## src/rtl/freq_meter.sv

```systemverilog
// rtl/freq_meter.sv - gated rising-edge frequency meter with saturating count
module freq_meter #(
    parameter int GATE_LOG2 = 4,
    parameter int CNT_W     = 32
) (
    input  logic             clk,
    input  logic             rst,
    input  logic             en,
    input  logic             sig_in,
    output logic [CNT_W-1:0] freq_count,
    output logic             count_valid,
    output logic             overflow,
    output logic             busy
);

    typedef enum logic {
        IDLE    = 1'b0,
        MEASURE = 1'b1
    } state_t;

    localparam logic [GATE_LOG2-1:0] GATE_ONE = 1;

    state_t                 state;
    state_t                 state_nxt;
    logic                   s1;
    logic                   s2;
    logic                   s3;
    logic                   edge_now;
    logic [GATE_LOG2-1:0]   gate_cnt;
    logic [CNT_W-1:0]       edge_cnt;
    logic                   sat;
    logic                   last_cycle;
    logic [CNT_W:0]         sum;
    logic                   sum_sat;
    logic [CNT_W-1:0]       closing_count;

    // Synchronizer plus delay flop; runs in every state so a pre-entry edge is consumed once
    always_ff @(posedge clk) begin
        if (rst) begin
            s1 <= 1'b0;
            s2 <= 1'b0;
            s3 <= 1'b0;
        end else begin
            s1 <= sig_in;
            s2 <= s1;
            s3 <= s2;
        end
    end

    assign edge_now   = s2 & ~s3;
    assign last_cycle = (state == MEASURE) && (gate_cnt == '1);

    // One extra bit catches the carry out of an already-full counter
    assign sum           = {1'b0, edge_cnt} + {{CNT_W{1'b0}}, edge_now};
    assign sum_sat       = sum[CNT_W];
    assign closing_count = sum_sat ? '1 : sum[CNT_W-1:0];

    // State register
    always_ff @(posedge clk) begin
        if (rst) begin
            state <= IDLE;
        end else begin
            state <= state_nxt;
        end
    end

    // Next-state logic: en alone decides; a closing window still completes in the datapath
    always_comb begin
        state_nxt = state;
        case (state)
            IDLE:    state_nxt = en ? MEASURE : IDLE;
            MEASURE: state_nxt = en ? MEASURE : IDLE;
            default: state_nxt = IDLE;
        endcase
    end

    // Output logic
    always_comb begin
        busy = (state == MEASURE);
    end

    // Gate timer, edge accumulator and result registers
    always_ff @(posedge clk) begin
        if (rst) begin
            gate_cnt    <= '0;
            edge_cnt    <= '0;
            sat         <= 1'b0;
            freq_count  <= '0;
            overflow    <= 1'b0;
            count_valid <= 1'b0;
        end else begin
            count_valid <= 1'b0;
            if (state == MEASURE) begin
                gate_cnt <= gate_cnt + GATE_ONE;
                if (last_cycle) begin
                    // Final-cycle edge belongs to the closing window only
                    freq_count  <= closing_count;
                    overflow    <= sat | sum_sat;
                    count_valid <= 1'b1;
                    edge_cnt    <= '0;
                    sat         <= 1'b0;
                end else if (sum_sat) begin
                    sat <= 1'b1;
                end else begin
                    edge_cnt <= sum[CNT_W-1:0];
                end
            end else begin
                // Idle keeps counters cleared so every entry starts a fresh window
                gate_cnt <= '0;
                edge_cnt <= '0;
                sat      <= 1'b0;
            end
        end
    end

endmodule

```

## config.mk

```make
export PLATFORM = sky130hd
export DESIGN_NAME = freq_meter
export DESIGN_NICKNAME = d
export VERILOG_FILES = /design/src/rtl/freq_meter.sv
export SDC_FILE = /design/constraint.sdc
export NUM_CORES = 1
export LEC_CHECK = 0
export ABC_AREA = 0
export CAP_MARGIN = 20
export CORE_MARGIN = 3
export CORE_UTILIZATION = 50
export CTS_CLUSTER_SIZE = 24
export DETAILED_ROUTE_END_ITERATION = 7
export PLACE_DENSITY = 0.71
export SYNTH_ARGS = -nofsm -noshare
export SYNTH_HDL_FRONTEND = slang
export SYNTH_SLANG_ARGS = --single-unit
```

## constraint.sdc

```tcl
create_clock -name clk -period 6.3 [get_ports clk]
set_clock_uncertainty 0.05 [all_clocks]
set_input_delay 1.26 -clock clk [delete_from_list [all_inputs] [get_ports clk]]
set_output_delay 1.26 -clock clk [all_outputs]
set_load 0.02 [all_outputs]
```

==> impl_metrics.toml <==
[power]
p_seq_share_pct = 56.7
switching_share_pct = 20.7
switchingPower_uw = 173
clkPwrFrac_pct = 41.7
p_int_uw = 666
power_density_nw_per_um2 = 228
leakagePower_uw = 0.00117
vdd_drop_max_v = 0.000240
combPwrFrac_pct = 1.6

[synth]
synth_cell_type_count = 40
synth_top_flop_cell = "dfxtp_1"
synth_area_leaders = "dfxtp_1, nor2_1, a211oi_2, xnor2_1, a211oi_1"
async_reset_ff_share_pct = 0
syn_area_um2 = 3080
synth_edf_count = 0
syn-instance-count = 338
synth.yosys.seq_area_share_pct = 48.7
synth_top_cell_area_share_pct = 48.7
syn-num-nets = 345
yosysWarnings = 0
ys_ff_latch = 75
synth_commonest_cells = "dfxtp_1, nor2_1, a21oi_1, nor3_1, xnor2_1"
synth_most_common_cell = "dfxtp_1"
synth_area_per_cell_um2 = 9.12
yosys.area.top_type = "dfxtp_1"

[worst_setup_path]
worst-setup-path-type = "register to register"
cp_slowest_cell = "nor4_4"
cp-startpoint = "s2"
rr_startpoint = "s2"
critPathMaxStageDelay_ns = 0.88
cp_max_fo = 19
cpMostUsedCell = "ha_1"
end_kind = "register"
worst_setup_path_start_kind = "register"
critPathRequiredTime_ns = 6.51
crit_chain = "nor2b_1 > ha_1 > ha_1 > nand3_1 > nand2b_1 > nor4_4 > nor2_2 > a211oi_1"
cp.arrival_ns = 3.53
r2r.worst_path.cells = 8

[place]
dpl_cell_area_um2 = 3490
dp_hpwl_um = 4090
gp_congestion = 0.816
place_inst = 431
dp_slack_ns = 2.90
io_buffers = 38

[cts]
postCtsSetupRepairBufs = 0
cts_resized = 0
cts_sinks = 75
numCtsBuffers = 9
clock_latency_ns = 0.34
htreeDepth = 3
clk_pin_slew_ns = 0.08
cts_hold_buf = 0
clockBufferDepth = 2
cts_tree = "built"
ctsRootBufferMaster = "clkbuf_8"

[final_layout]
diodes = 0
nNetsFinal = 377
finalInstanceArea_um2 = 3680
layout.cells.non_filler = 447
nFillCells = 510
syn_to_final_growth_pct = 19.2
drive_gt1_share_pct = 9.87

[timing]
rsz0062_at_grt = "false"
worst_slack_ns = 2.99
setup-violations-final = 0
relSlewSlack_pct = 28.9
fmax_mhz = 302
setup_tns_ns = 0
period_needed_ns = 3.31
finalHoldViolations = 0
fin_crit_sh_pct = 52.6
tightest_slew_ns = 1.06
drv_slew = 0

[detailed_routing]
viasPerCell = 5.56
highest_layer = "met4"
met1Wirelength_um = 3040
wl_per_cell_um = 13.9
wl_met2_um = 2870
drc_errors = 0
vias = 2484
drt_pass1_iterations = 4
ant_nets = 0
drt_iter0_drc = 115
wl_met3_um = 249
drt_wl_total_um = 6220

[grt]
grt_pass1_vias = 2318
grt_use_total_pct = 18.3
grt_pass1_wl_um = 10700
overflow = 0
grt_max_degree = 41
antenna_found_initial = 0

[status]
status = "finished clean"

[floorplan]
fp.dieArea_um2 = 7150
die_w_um = 84.5
core_um2 = 5740
initial_core_util_pct = 53.7
die_y_um = 84.5
io_pins = 39
rows = 27

[hold_path]
hold_path_startpoint = "s1"
worstHoldPathType = "register to register"
hold_depth = 1

[flow_run]
cap_violations = 0
## area by class of cell
class	instances	area (µm²)	area share [%]
sequential	75	1500	40.8
clock inverter	1	5.00	0.136
timing repair buffer	40	395	10.8
clock buffer	15	186	5.07
tap	72	90.1	2.45
multi-input combinational	239	1480	40.3
inverter	5	18.8	0.510
## per-layer routing
layer  track usage, %  vias to the layer above
li1                 -                     1257
met1             24.2                     1182
met2             28.7                       40
met3             5.69                        5
met4             5.47                        0
met5                0                        -
## sequential cells by signal, indices dropped and copies added (netlist names)
register     count
edge_cnt        32
freq_count      32
gate_cnt         4
busy             1
count_valid      1
overflow         1
s1               1
s2               1
s3               1
sat              1
## critical path: cells and delay by family, from the launching register on
kind / cells / cell delay (ns)
AOI/OAI and AO/OA: 1 / 0.28
adders and majority gates: 2 / 0.44
DFF: 1 / 0.32
and+or+nand+nor: 5 / 2.13
## power by group through the flow
stage	Sequential [µW]	Combinational, µW	Clock, µW
after detailed placement	487	13.7	0
after floorplan	487	8.42	0
after global placement	487	13.2	0
after CTS	476	13.7	357
final	476	13.3	350
after global routing	476	14.7	373
## worst paths after layout
kind	endpoint	slack, ns
worst max-delay path	freq_count[17]	2.99
worst min-delay path	s2	0.40
worst max register to register	freq_count[17]	2.99
worst min register to register	s2	0.40
## cell usage in the layout (no fill, tap or decap), types with 3 or more instances in the layout
cell type,count
and4_1,5
a211oi_1,12
dfxtp_1,75
nand2b_1,3
nor3_1,17
nand4_1,8
nor2b_1,6
nor2_1,68
nand2_1,15
inv_1,5
a21oi_1,17
nand3_1,11
nor4_1,12
xor2_1,9
a211oi_2,15
xnor2_1,17
clkbuf_8,13
clkdlybuf4s50_1,38
ha_1,3
## through the flow
stage	utilization, %	total power [µW]	hold WS, ns
detailed placement	60.7	501	0.387
global placement	60.7	500	0.371
CTS	64.0	846	0.405
floorplan	-	496	0.364
global route	64.0	864	0.413
finish	64.0	839	0.397
## cell families after synthesis
logic type,share of synthesized area (%)
fa+ha+maj,1.22
mux,0.325
simple gates,25.3
xor+xnor,7.38
buf+inv,3.33
compound gates,13.8
flops,48.7
No activity file was read; power rests on OpenSTA's default activity.
